[src/rtl/risc16_pkg.sv]
// Shared types for the risc16 core pipeline: EX->MEM task, MEM->WB task and
// the MEM stage state encoding.
package risc16_pkg;

    localparam int XLEN    = 16;
    localparam int REG_A_W = 3;

    typedef struct packed {
        logic               valid;
        logic               mem_rd;
        logic               mem_wr;
        logic               wb_en;
        logic [REG_A_W-1:0] wb_addr;
        logic [XLEN-1:0]    st_data;
    } id_res_t;

    typedef struct packed {
        id_res_t         id_res;
        logic [XLEN-1:0] alu_res;
    } mem_task_t;

    typedef struct packed {
        logic               valid;
        logic               wb_en;
        logic [REG_A_W-1:0] wb_addr;
        logic [XLEN-1:0]    wb_data;
    } wb_task_t;

    typedef enum logic [0:0] {
        IDLE   = 1'b0,
        ACCESS = 1'b1
    } mem_state_t;

    function automatic wb_task_t make_wb(input logic               wb_en,
                                         input logic [REG_A_W-1:0] wb_addr,
                                         input logic [XLEN-1:0]    wb_data);
        wb_task_t t;
        t.valid   = 1'b1;
        t.wb_en   = wb_en;
        t.wb_addr = wb_addr;
        t.wb_data = wb_data;
        return t;
    endfunction

endpackage

[src/rtl/stage_mem.sv]
// MEM stage of the risc16 core: issues LW/SW on a word-addressed data bus with
// arbitrary wait states, stalls EX while busy, and forwards results to WB.
module stage_mem
    import risc16_pkg::*;
#(
    parameter int ADDR_W         = 16,
    parameter int TIMEOUT_CYCLES = 64
) (
    input  logic              clk_i,
    input  logic              rst_i,
    input  mem_task_t         task_i,
    output logic              stall_o,
    output wb_task_t          wb_o,
    output logic              dmem_req_o,
    output logic              dmem_we_o,
    output logic [ADDR_W-1:0] dmem_addr_o,
    output logic [XLEN-1:0]   dmem_wdata_o,
    input  logic [XLEN-1:0]   dmem_rdata_i,
    input  logic              dmem_ack_i,
    output logic              bus_err_o
);

    localparam int           CNT_W     = (TIMEOUT_CYCLES > 2) ? $clog2(TIMEOUT_CYCLES) : 1;
    localparam logic         TMO_EN    = (TIMEOUT_CYCLES != 0);
    localparam logic [CNT_W-1:0] TMO_LIMIT = CNT_W'(TIMEOUT_CYCLES - 1);

    mem_state_t          state_r;
    mem_state_t          state_n_s;
    logic [ADDR_W-1:0]   addr_r;
    logic [XLEN-1:0]     wdata_r;
    logic [XLEN-1:0]     alu_r;
    logic                we_r;
    logic                wb_en_r;
    logic [REG_A_W-1:0]  wb_addr_r;
    logic [CNT_W-1:0]    tmo_cnt_r;
    logic                req_r;
    logic                bus_err_r;
    wb_task_t            wb_r;
    wb_task_t            wb_n_s;
    logic                stall_s;
    logic                capture_s;
    logic                err_set_s;
    logic                mem_op_s;
    logic                tmo_hit_s;
    logic                access_s;

    assign mem_op_s  = task_i.id_res.mem_rd | task_i.id_res.mem_wr;
    assign access_s  = (state_r == ACCESS);
    assign tmo_hit_s = TMO_EN & access_s & (tmo_cnt_r == TMO_LIMIT);

    // Next-state, stall and next write-back task; ack takes priority over timeout.
    always_comb begin
        state_n_s = state_r;
        stall_s   = 1'b0;
        capture_s = 1'b0;
        err_set_s = 1'b0;
        wb_n_s    = '0;
        case (state_r)
            IDLE: begin
                if (task_i.id_res.valid && mem_op_s) begin
                    stall_s   = 1'b1;
                    capture_s = 1'b1;
                    state_n_s = ACCESS;
                end else if (task_i.id_res.valid) begin
                    wb_n_s = make_wb(task_i.id_res.wb_en, task_i.id_res.wb_addr, task_i.alu_res);
                end else begin
                    wb_n_s = '0;
                end
            end
            ACCESS: begin
                if (dmem_ack_i) begin
                    state_n_s = IDLE;
                    wb_n_s    = make_wb(wb_en_r, wb_addr_r, we_r ? alu_r : dmem_rdata_i);
                end else if (tmo_hit_s) begin
                    state_n_s = IDLE;
                    err_set_s = 1'b1;
                    wb_n_s    = make_wb(1'b0, wb_addr_r, 16'h0000);
                end else begin
                    stall_s = 1'b1;
                end
            end
            default: begin
                state_n_s = IDLE;
            end
        endcase
    end

    // State, request, error flag and write-back output registers.
    always_ff @(posedge clk_i or posedge rst_i) begin
        if (rst_i) begin
            state_r   <= IDLE;
            req_r     <= 1'b0;
            bus_err_r <= 1'b0;
            wb_r      <= '0;
        end else begin
            state_r <= state_n_s;
            wb_r    <= wb_n_s;
            if (capture_s) begin
                req_r <= 1'b1;
            end else if (access_s && (dmem_ack_i || tmo_hit_s)) begin
                req_r <= 1'b0;
            end
            if (err_set_s) begin
                bus_err_r <= 1'b1;
            end
        end
    end

    // Access capture registers: held stable on the bus for the whole access.
    // A store never writes the register file, so its wb_en is cleared here.
    always_ff @(posedge clk_i or posedge rst_i) begin
        if (rst_i) begin
            addr_r    <= '0;
            wdata_r   <= 16'h0000;
            alu_r     <= 16'h0000;
            we_r      <= 1'b0;
            wb_en_r   <= 1'b0;
            wb_addr_r <= 3'd0;
        end else if (capture_s) begin
            addr_r    <= ADDR_W'(task_i.alu_res);
            wdata_r   <= task_i.id_res.st_data;
            alu_r     <= task_i.alu_res;
            we_r      <= task_i.id_res.mem_wr;
            wb_en_r   <= task_i.id_res.wb_en & ~task_i.id_res.mem_wr;
            wb_addr_r <= task_i.id_res.wb_addr;
        end
    end

    // Wait-state counter: zeroed on entry to ACCESS, counts cycles without ack.
    always_ff @(posedge clk_i or posedge rst_i) begin
        if (rst_i) begin
            tmo_cnt_r <= '0;
        end else if (capture_s) begin
            tmo_cnt_r <= '0;
        end else if (access_s && !dmem_ack_i) begin
            tmo_cnt_r <= tmo_cnt_r + CNT_W'(1);
        end
    end

    assign stall_o      = stall_s;
    assign wb_o         = wb_r;
    assign dmem_req_o   = req_r;
    assign dmem_we_o    = we_r;
    assign dmem_addr_o  = addr_r;
    assign dmem_wdata_o = wdata_r;
    assign bus_err_o    = bus_err_r;

endmodule

[config.mk]
export PLATFORM = sky130hd
export DESIGN_NAME = stage_mem
export DESIGN_NICKNAME = d
export VERILOG_FILES = /design/src/rtl/risc16_pkg.sv /design/src/rtl/stage_mem.sv
export SDC_FILE = /design/constraint.sdc
export NUM_CORES = 1
export LEC_CHECK = 0
export CORE_MARGIN = 2
export CORE_UTILIZATION = 46
export DETAILED_ROUTE_END_ITERATION = 8
export PLACE_DENSITY = 0.86
export SLEW_MARGIN = 20
export SYNTH_ARGS = -nofsm -noshare
export SYNTH_HDL_FRONTEND = slang
export SYNTH_SLANG_ARGS = --single-unit
[constraint.sdc]
create_clock -name clk_i -period 5.15 [get_ports clk_i]
set_clock_uncertainty 0.05 [all_clocks]
set_input_delay 1.03 -clock clk_i [delete_from_list [all_inputs] [get_ports clk_i]]
set_output_delay 1.03 -clock clk_i [all_outputs]
set_load 0.03 [all_outputs]
==> flow_summary_export.csv, run 1 <==
group,metric,value,unit
run_status,status,"finished clean",
placement,dp_hpwl,4460,microns
die,coreArea,5820,sq um
die,rows,28,
global_route,grt_pass1_wl,10100,microns
setup_path,crit_slowest_cell,"clkdlybuf4s50_1",
setup_path,reg2reg_depth,4,
synthesis,synth_area_leader_cell,"dfrtp_1",
setup_path,critPathTopFamily,"buffers and inverters",
synthesis,ys_seq_area_share,61.6,%
worst_hold_path,hp-start,"bus_err_o",
drt,drtAntennaViolNets,0,
placement,place_congestion,0.775,
setup_path,path_buf_inv,2,
global_route,grt_max_degree,44,
setup_path,startpoint,"dmem_ack_i",
synthesis,synth_warnings,0,
synthesis,synth_area_per_cell,13.1,sq um
synthesis,syn_inst,208,
synthesis,synth_cell_type_count,28,
timing,setup_viol,0,
global_route,groute.usage.overall,20.4,%
die,die_w,80.9,microns
die,initial_utilization,46.8,%
die,pin_count,115,
global_route,gr-total-overflow,0,
flow_run,cap_violations,0,
worst_hold_path,whs_path_depth,1,
synthesis,syn-num-nets,267,
timing,layout_min_cycle_time,3.84,ns
cells_and_area,drive_gt1_share,18.1,%
clock_tree,cts_tree,"built",
clock_tree,clk_path_buf_depth,2,
cells_and_area,area_delta_synth_final,53.7,%
synthesis,synth_top_area_share,61.6,%
setup_path,crit_type,"in2out",
drt,wl,6420,microns
drt,viasPerCell,5.17,
timing,maxSlewViolCount,0,
synthesis,ys_seq_elements,67,
clock_tree,cts_buffers,9,
placement,port-buffer-count,114,
clock_tree,root_buffer,"clkbuf_8",
power,total_power,1.76,mW
cells_and_area,fillers,436,
timing,period_share,74.6,%
die,die_area,6550,sq um
setup_path,crit_top_cell,"clkdlybuf4s50_1",
power,powerDensity,421,nW/um^2
timing,fmaxAchievable,0.260,GHz
power,p_leak,1.79,nW
synthesis,synth-edff-count,0,
clock_tree,clk_pin_slew,0.07,ns
setup_path,crit_path_start_kind,"primary input",
power,vdd_drop_max,0.244,mV
clock_tree,clk_latency,0.33,ns
timing,tns,0,ns
clock_tree,cts_resized,0,
die,die_height,80.9,microns
synthesis,async_flop_share,100,%
cells_and_area,final_cells,407,
global_route,grt_pass1_vias,2161,
timing,slew_headroom,41.8,%
global_route,antenna_found_initial,0,
drt,routedWlPerCell,15.8,microns
synthesis,synth_ff_type,"dfrtp_1",
setup_path,r2r_start,"access_s",
drt,drtIter0Drc,81,
timing,finalHoldViolCount,0,
placement,dp_cells,390,
drt,vias,2105,
cells_and_area,diodes,0,
clock_tree,clock-sinks,67,
timing,tightestPinTransition,0.872,ns
setup_path,crit_chain,"clkdlybuf4s50_1 > nand2b_1 > o22ai_1 > clkdlybuf4s50_1",
setup_path,worstPathMaxFanout,11,
setup_path,endpoint_kind,"output pin",
setup_path,critPathMaxStageDelay,0.71,ns
setup_path,cp.arrival,2.76,ns
clock_tree,post_cts_buffers,0,
clock_tree,postCtsHoldBufs,0,
worst_hold_path,min_path_type,"reg2reg",
timing,rsz0062_at_grt,"no",
synthesis,netlist_area,2720,sq um
drt,first_pass_iters,5,
setup_path,cp.depth,4,
cells_and_area,nets,386,
clock_tree,h-tree-depth,3,
setup_path,crit_required,4.07,ns
drt,route.detailed.drc,0,
synthesis,synth.area.top_cells,"dfrtp_1 (62%), mux2_2 (14%), mux2i_1 (6.3%), o21ai_0 (4.0%), nand2_1 (3.0%)",
## report_power, final
part | internal, mW | switching [mW] | leakage, nW
combinational | 0.282 | 0.308 | 0.843
sequential | 0.625 | 0.0600 | 0.834
clock | 0.286 | 0.199 | 0.108
## synthesized netlist by cell type (2+ instances only)
cell / n
nand3_1: 3
buf_2: 6
or3_1: 2
inv_1: 3
mux2i_1: 17
nor2_1: 2
buf_6: 2
mux2_2: 35
nor2b_1: 2
o22ai_1: 2
a22o_1: 4
dfrtp_1: 67
clkbuf_1: 2
nand2_1: 22
a21oi_1: 5
o21ai_0: 22
## logic make-up (layout without fill, tap and decap cells)
family,count (synthesis),in the layout,synth area share (%)
flip-flops,67,67,61.6
AND/OR/NAND/NOR,37,37,6.39
AO/OA/AOI/OAI,38,38,8.23
buffers and inverters,13,137,2.62
multiplexers,52,52,20.7
adder cells (fa/ha/maj),1,1,0.459
## per-layer routing
metal	vias up	track usage [%]	share of wire [%]
li1	981	-	-
met1	1031	25.0	42
met2	84	34.2	49
met3	9	5.67	7.7
met4	0	7.97	1.4
met5	-	0	0
## state kept, by name (all words and copies together), names as in the netlist
register,flops
access_s,1
alu_r,16
bus_err_o,1
dmem_req_o,1
dmem_wdata_o,16
dmem_we_o,1
tmo_cnt_r,6
wb_addr_r,3
wb_en_r,1
wb_o,21
## area by class of cell
class                   instances  area, sq um  share of cell area (%)
flip-flops and latches         67         1680                    40.1
repair buffers                118         1190                    28.5
multi-input cells             128          986                    23.6
clock buffers                  10          138                    3.29
well taps                      75         93.8                    2.24
clock inverters                 6         88.8                    2.12
inverters                       3         11.3                   0.269
## final timing paths
path / slack, ns / end
max reg2reg: 3.17 / alu_r[14]
max in group asynchronous: 3.02 / alu_r[10]
min in group asynchronous: 1.17 / alu_r[8]
min reg2reg: 0.40 / bus_err_o
min: 0.40 / bus_err_o
max: 1.31 / stall_o
## through the flow
stage / util, % / setup WS [ns] / instance area (sq um) / hold WS, ns
6_report: 72.0 / 1.31 / 4190 / 0.403
5_1_grt: 72.0 / 1.20 / 4190 / 0.449
4_1_cts: 71.5 / 1.31 / 4160 / 0.410
3_5_place_dp: 67.6 / 1.32 / 3930 / 0.393
3_3_place_gp: 67.6 / 1.38 / 3930 / 0.390
2_1_floorplan: - / 2.21 / 2720 / 0.412
## worst register-to-register path: cells and delay by family (launching register included)
family	cells	cell delay [ns]
flip-flops	1	0.46
buffers and inverters	1	0.24
multiplexers	1	0.36
AND/OR/NAND/NOR	2	0.75
## placed cells by master (no fill, tap or decap), drive strengths merged, types with 3 or more instances in the layout
master / synthesis / final
clkdlybuf4s50: 0 / 114
nand2: 22 / 22
nor2: 3 / 3
o21ai: 22 / 22
a22o: 4 / 4
mux2i: 17 / 17
a21oi: 5 / 5
nand3: 3 / 3
mux2: 35 / 35
dfrtp: 67 / 67
inv: 3 / 3
buf: 8 / 4
clkbuf: 2 / 10
Power figures use the tool's default switching activity.
==> inputs of run 2 (changes only) <==
CORE_UTILIZATION = 38   (was 46)
PLACE_DENSITY = 0.76   (was 0.86)
clock period = 3.3 ns   (was 5.15 ns; I/O delays follow)
==> run 2 against run 1 <==
Non-clock buffer count up 3. Largest power group unchanged. Clock-buffer cell count up 2. Hold slack got worse by 0.0014 ns. Combinational power up 56%. Critical endpoint unchanged. Worst setup slack got worse by 1.1 ns. Highest routed layer unchanged. Via count fell by 0.76%. Sequential power up 56%. Die area rose by 20%. Power grew 49%.
==> flow_summary_export.csv, run 2 (synthesis gave the netlist of run 1 again) <==
group,metric,value,unit
drt,vias,2089,
cells_and_area,fillers,569,
placement,place_congestion,0.779,
die,initial_utilization,39.6,%
global_route,grt_util_met3,4.94,%
timing,finalHoldViolCount,0,
clock_tree,cts_tree,"built",
power,p_leak,1.78,nW
cells_and_area,drive_gt1_share,17.7,%
die,coreArea,6870,sq um
cells_and_area,layout_common_cells,"clkdlybuf4s50_1 (114), dfrtp_1 (67), mux2_2 (35)",
timing,tns,0,ns
run_status,status,"finished clean",
setup_path,crit_top_cell,"clkdlybuf4s50_1",
flow_run,cap_violations,0,
cells_and_area,area_delta_synth_final,53.4,%
setup_path,crit_chain,"clkdlybuf4s50_1 > nor2_1 > o22ai_1 > clkdlybuf4s50_1",
timing,period_share,92.3,%
setup_path,crit_slowest_cell,"clkdlybuf4s50_1",
setup_path,crit_path_start_kind,"primary input",
clock_tree,clk_latency,0.33,ns
global_route,grt-busiest-layer,"met2",
drt,drtIter0Drc,72,
cells_and_area,final_common_cell,"clkdlybuf4s50_1",
setup_path,endpoint_kind,"output pin",
die,die_height,88.6,microns
timing,fmaxAchievable,0.328,GHz
placement,dp_hpwl,4620,microns
clock_tree,clock-sinks,67,
timing,rsz0062_at_grt,"no",
power,vdd_drop_max,0.339,mV
drt,viasPerCell,4.86,
global_route,groute.usage.overall,16.8,%
setup_path,critPathTopFamily,"buffers and inverters",
drt,wl,6460,microns
timing,finalWorstSetupSlack,0.254,ns
die,pin_count,115,
global_route,grt_pass1_wl,10000,microns
timing,maxSlewViolCount,0,
setup_path,crit_required,2.59,ns
cells_and_area,nets,389,
setup_path,critPathMaxStageDelay,0.61,ns
drt,routedWlPerCell,15.0,microns
global_route,grt_max_degree,30,
setup_path,cp.arrival,2.34,ns
setup_path,path_buf_inv,2,
cells_and_area,largest_reg_flops,21,
drt,route.detailed.drc,0,
global_route,grt_util_met2,28.2,%
cells_and_area,diodes,0,
timing,layout_min_cycle_time,3.05,ns
drt,first_pass_iters,4,
placement,place_ws,0.259,ns
clock_tree,cts_buffers,9,
global_route,antenna_found_initial,0,
clock_tree,postCtsHoldBufs,0,
clock_tree,cts_resized,0,
die,rows,30,
power,powerDensity,628,nW/um^2
die,die_area,7860,sq um
clock_tree,root_buffer,"clkbuf_8",
clock_tree,h-tree-depth,3,
setup_path,crit_type,"in2out",
cells_and_area,multi_input_area,986,sq um
global_route,gr-total-overflow,0,
timing,setup_viol,0,
setup_path,worstPathMaxFanout,6,
global_route,grtUsageMet1,20.3,%
global_route,grt_pass1_vias,2178,
worst_hold_path,min_path_type,"reg2reg",
die,die_w,88.6,microns
clock_tree,clk_path_buf_depth,2,
clock_tree,clk_pin_slew,0.06,ns
drt,drtAntennaViolNets,0,
timing,tightestPinTransition,0.630,ns
cells_and_area,regArea,1680,sq um
timing,slew_headroom,57.6,%
clock_tree,post_cts_buffers,0,
placement,port-buffer-count,114,
run 2: report_power, final:
part / leakage (nW) / internal (mW) / switching, mW
Combinational: 0.853 / 0.442 / 0.477
Sequential: 0.834 / 0.976 / 0.0928
Clock: 0.0902 / 0.344 / 0.290
Total: 1.78 / 1.76 / 0.860
run 2: worst register-to-register path: cells and delay by family (launching register included):
family | cells | cell delay, ns
simple gates | 2 | 0.65
flops | 1 | 0.46
mux | 1 | 0.37
buf+inv | 1 | 0.26
run 2: worst paths after layout:
check / startpoint / end / slack [ns] / cells after the start
min: bus_err_o / bus_err_o / 0.40 / 1
max reg2reg: access_s / dmem_wdata_o[9] / 1.40 / 4
min in group asynchronous: rst_i / dmem_wdata_o[1] / 0.65 / 2
min reg2reg: bus_err_o / bus_err_o / 0.40 / 1
max: task_i[36] / stall_o / 0.25 / 4
max in group asynchronous: rst_i / access_s / 1.85 / 3
run 2: area by class of cell:
| cell class | instances | area share [%] |
|---|---|---|
| clock inverters | 3 | 0.959 |
| inverters | 3 | 0.270 |
| multi-input cells | 128 | 23.6 |
| well taps | 96 | 2.88 |
| repair buffers | 121 | 28.9 |
| flip-flops and latches | 67 | 40.2 |
| clock buffers | 12 | 3.24 |
run 2: routing by layer:
layer	part of all wire, %	wire, microns
met3	6.6	425
met2	51	3320
met1	41	2650
met5	0	0
met4	1.1	68
run 2: stage by stage:
stage | total power [mW] | std cells | hold slack (ns) | instance area (sq um) | utilization (%)
6_report | 2.62 | 430 | 0.402 | 4180 | 60.8
5_1_grt | 2.75 | 430 | 0.443 | 4180 | 60.8
4_1_cts | 2.65 | 430 | 0.407 | 4180 | 60.8
3_5_place_dp | 2.01 | 415 | 0.392 | 4000 | 58.2
3_3_place_gp | 1.99 | 415 | 0.391 | 4000 | 58.2
2_1_floorplan | 1.59 | 208 | 0.412 | 2720 | -
==> variant 1: new RTL, config.mk and constraints of run 2 <==
Set the parameter `TIMEOUT_CYCLES` to 32 (it was 64).
--- a/src/rtl/stage_mem.sv
+++ b/src/rtl/stage_mem.sv
@@ -4,7 +4,7 @@
     import risc16_pkg::*;
 #(
     parameter int ADDR_W         = 16,
-    parameter int TIMEOUT_CYCLES = 64
+    parameter int TIMEOUT_CYCLES = 32
 ) (
     input  logic              clk_i,
     input  logic              rst_i,
Function: same outputs for any inputs over 10 cycles, from zero or initial values and one cycle with rst_i high; that may be too few to reach the edited logic, so the function may still have changed.
==> variant 1 against run 2 <==
Hold slack improved by 0.0049 ns; largest cell class unchanged; setup slack got worse by 0.034 ns; sequential share of layout area decreased by 0.44 points; sequential cell count decreased by 1; synthesized area increased by 0.74%; critical endpoint unchanged; wire length decreased by 3.4%; clock power increased by 3.3%; power about the same; design area decreased by 0.39%; non-clock buffer count decreased by 3; core utilization decreased by 0.57 points.
==> variant 1: results (changes against run 2) <==
[setup_path]
worst-path-max-fanout=7  ; +1
crit_arrival_ns=2.37  ; +0.03 ns

[route]
vias_per_cell=4.77  ; -1.8%
avgRoutedWirePerCell_um=14.9  ; -1.1%
first_pass_iters=4  ; unchanged
drtIter0Drc=71  ; -1.4%

[yosys]
ys_warn_count=0  ; unchanged
syn_nets=261  ; -2.2%
ys.flop_type=dfrtp_1
synthTopCellsByCount=dfrtp_1 (66), mux2_2 (33), nand2_1 (22), o21ai_0 (22), mux2i_1 (16)
synth.distinct_cells=32  ; +14%
seq_area_frac_synth_pct=60.2  ; -1.4 points
synth_area_leaders=dfrtp_1 (60%), mux2_2 (14%), mux2i_1 (5.8%), o21ai_0 (4.0%), nand2_1 (3.0%)

[pwr]
leakagePower_nw=1.79  ; +0.79%
internal_power_w=0.00177  ; +0.29%
irDropWorstVdd_mv=0.358  ; +5.7%

[clocking]
clkTransAtPathRegs_ns=0.06  ; about the same
post_cts_buffers=0  ; unchanged
ctsResizeCount=0  ; unchanged
cts_buffers=9  ; unchanged

[global_route]
grt_pass1_vias=2144  ; -1.6%
grtUsageTotal_pct=17.0  ; +0.15 points
grt_pass1_wl_um=10100  ; +1.1%
grt_max_degree=36  ; +20%

[placement]
hpwl_um=4340  ; -6.2%
gp_congestion=0.808  ; +3.7%

[finish]
n_antenna_cell=0  ; unchanged
drive_gt1_share_pct=17.9  ; +0.24 points
n_fill_cell=600  ; +5.4%
nets=380  ; -2.3%

[run_status]
outcome=completed

[sta]
tightest_slew_ns=0.701  ; +0.0715 ns

variant 1: power groups by stage:
stage          clock network [W]  registers (W)  logic (W)
3_3_place_gp                   0        0.00106   0.000914
5_1_grt                 0.000714        0.00107   0.000973
4_1_cts                 0.000672        0.00105   0.000924
6_report                0.000655        0.00105   0.000914
3_5_place_dp                   0        0.00107   0.000921
2_1_floorplan                  0        0.00132   0.000273
variant 1: final cells by class:
type	count	area, µm²	share of cell area (%)
clock buffer	12	145	3.49
clock inverter	3	40.0	0.963
inverter	2	7.51	0.181
multi-input combinational	123	998	24.0
sequential	66	1650	39.7
tap	96	120	2.89
timing repair buffer	118	1200	28.8
variant 1: logic make-up after synthesis:
logic type	share of synthesized area (%)
AO/OA/AOI/OAI	7.53
XOR/XNOR	0.319
adder cells (fa/ha/maj)	0.912
buffers and inverters	3.38
flip-flops	60.2
multiplexers	20.5
AND/OR/NAND/NOR	7.16
variant 1: worst max-delay path: stages:
cell and delay [ns]:
clkdlybuf4s50_1 0.50, nand2b_1 0.29, o22ai_1 0.21, clkdlybuf4s50_1 0.70
variant 1: path summary, 6_finish.rpt:
path / start / end / slack, ns / cells past startpoint
max: dmem_ack_i / stall_o / 0.22 / 4
min: bus_err_o / bus_err_o / 0.41 / 1
max reg2reg: access_s / dmem_wdata_o[0] / 1.44 / 4
min reg2reg: bus_err_o / bus_err_o / 0.41 / 1
max in group asynchronous: rst_i / wb_o[9] / 1.87 / 3
min in group asynchronous: rst_i / dmem_wdata_o[2] / 0.70 / 2
variant 1: routing by layer:
layer / vias to the layer above / share of wire [%] / wire length (µm) / GRT usage, %
met3: 12 / 7.8 / 488 / 5.72
met5: - / 0 / 0 / 0
met1: 965 / 43 / 2690 / 20.9
met4: 0 / 2.2 / 140 / 7.33
met2: 81 / 47 / 2920 / 27.3
li1: 945 / - / - / -
variant 1: per-stage QoR:
stage,std cells,setup WS [ns],instance area (µm²),total power [W]
2_1_floorplan,201,0.935,2740,0.00159
3_3_place_gp,405,0.285,3970,0.00197
3_5_place_dp,405,0.224,3970,0.00199
4_1_cts,420,0.223,4160,0.00265
5_1_grt,420,0.126,4160,0.00276
6_report,420,0.220,4160,0.00262
==> variant 2: new RTL, config.mk and constraints of run 2 <==
Without the edit above. Register the output `bus_err_o` once more; this adds one clock of latency there. The other outputs are not delayed to match.
--- a/src/rtl/stage_mem.sv
+++ b/src/rtl/stage_mem.sv
@@ -143,7 +143,9 @@
     assign dmem_we_o    = we_r;
     assign dmem_addr_o  = addr_r;
     assign dmem_wdata_o = wdata_r;
-    assign bus_err_o    = bus_err_r;
+    always_ff @(posedge clk_i) begin
+        bus_err_o <= bus_err_r;
+    end
 
 endmodule
 
Formal check against the unedited RTL: same outputs for any inputs over 10 cycles, from zero or initial values and one cycle with rst_i high; that may be too few to reach the edited logic, so the function may still have changed.
==> variant 2 against run 2 <==
Setup slack improved by 0.0052 ns; sequential share of layout area increased by 0.12 points; clock power about the same; largest power group unchanged; design area increased by 0.90%; sequential cell count increased by 1; power increased by 0.45%; highest routed layer unchanged; global-route usage decreased by 0.31 points; synthesized area increased by 0.74%; register-to-register slack improved by 0.04 ns; non-clock buffer count decreased by 1; wire length decreased by 4.3%.
==> variant 2: results (changes against run 2) <==
[run_status]
outcome=completed

[placement]
hpwl_um=4410  ; -4.7%
portBuffers=114  ; unchanged
dp_slack_ns=0.257  ; -0.00211 ns
gp_congestion=0.794  ; +1.9%

[yosys]
seq_area_frac_synth_pct=61.9  ; +0.28 points
synth_area_leaders=dfrtp_1 (61%), mux2_2 (14%), mux2i_1 (6.2%), o21ai_0 (4.0%), nand2_1 (3.0%)
synthArstFlopShare_pct=98.5  ; -1.5 points
synthXorXnorAreaFrac_pct=0  ; unchanged
muxShareOfSynthArea_pct=20.6  ; -0.15 points
yosys.area_share.adder_pct=0.456  ; -0.0034 points
synth_compound_area_share_pct=8.17  ; -0.060 points
syn_nets=268  ; +0.37%
synth.distinct_cells=29  ; +3.6%
ys_warn_count=0  ; unchanged

[finish]
largest_reg_flops=21  ; unchanged
clock_area_share_pct=4.46  ; +0.26 points
multi_input_area_share_pct=23.4  ; -0.21 points
buffer_area_share_pct=28.7  ; -0.14 points
clock_buffers=14  ; +2
drive_gt1_share_pct=18.0  ; +0.30 points
non_clock_buffer_count=120  ; -0.83%
seq_area_um2=1700  ; +1.2%
nets=389  ; unchanged
multi_input_gates=128  ; unchanged
n_all_inverters=3  ; unchanged
n_fill_cell=610  ; +7.2%

[setup_path]
r2r-end=wb_addr_r[0]
reg2reg_depth=4  ; unchanged
worstSetupEndpoint=stall_o
cp_slowest_stage_delay_ns=0.61  ; about the same
crit_arrival_ns=2.33
r2r_setup_slack_ns=1.44  ; +0.04 ns
reg2reg_from=access_s
crit_slowest_cell=clkdlybuf4s50_1

[min_path]
hp-class=reg -> reg

[global_route]
grt_max_degree=42  ; +40%
grtUsageTotal_pct=16.5  ; -0.31 points
grt_pass1_vias=2134  ; -2.0%
grt_pass1_wl_um=9940  ; -0.82%

[clocking]
clock_latency_ns=0.33  ; about the same
ctsResizeCount=0  ; unchanged
cts.sinks=68  ; +1.5%
clockRootBuffer=clkbuf_8
clkTransAtPathRegs_ns=0.07

[route]
vias=2044  ; -2.2%
avgRoutedWirePerCell_um=14.4  ; -4.3%
drtIter0Drc=46  ; -36%

[pwr]
leakagePower_nw=1.79  ; +0.91%
irDropWorstVdd_mv=0.308  ; -9.0%
p_sw_share_pct=32.4  ; -0.43 points

[sta]
finalCritPeriodShare_pct=92.1  ; -0.16 points
tightest_slew_ns=0.634  ; +0.00453 ns

## variant 2: cell count changes after synthesis
cell and change:
dfxtp_1 +1
## variant 2: per-stage QoR
step | power, W | hold slack [ns] | area (µm²) | std cells
2_1_floorplan | 0.00161 | 0.299 | 2740 | 209
6_report | 0.00263 | 0.323 | 4210 | 430
4_1_cts | 0.00267 | 0.328 | 4210 | 430
5_1_grt | 0.00277 | 0.333 | 4210 | 430
3_3_place_gp | 0.00200 | 0.306 | 4030 | 415
3_5_place_dp | 0.00202 | 0.312 | 4030 | 415
## variant 2: worst min path at each step
stage              start         to  slack (ns)  depth (start not counted)
3_3_place_gp   bus_err_r  bus_err_o        0.31                          0
5_1_grt        bus_err_r  bus_err_o        0.33                          0
6_report       bus_err_r  bus_err_o        0.32                          0
3_5_place_dp   bus_err_r  bus_err_o        0.31                          0
4_1_cts        bus_err_r  bus_err_o        0.33                          0
2_1_floorplan  bus_err_r  bus_err_o        0.30                          0
## variant 2: kinds of logic (layout without fill, tap and decap cells)
logic type	Yosys count	count (layout)
fa+ha+maj	1	1
compound gates	38	38
simple gates	37	37
buf+inv	13	138
flops	68	68
mux	52	52
## variant 2: power groups by stage
stage	logic [W]	registers, W	clock network, W
after floorplan	0.000261	0.00135	0
after global placement	0.000916	0.00109	0
after detailed placement	0.000929	0.00109	0
after CTS	0.000931	0.00108	0.000657
after global routing	0.000981	0.00110	0.000689
final	0.000920	0.00108	0.000634
## variant 2: routing by layer
layer	routed length [µm]	track usage, %
met1	2680	20.7
met2	2970	26.7
met3	487	4.99
met4	55	6.92
met5	0	0
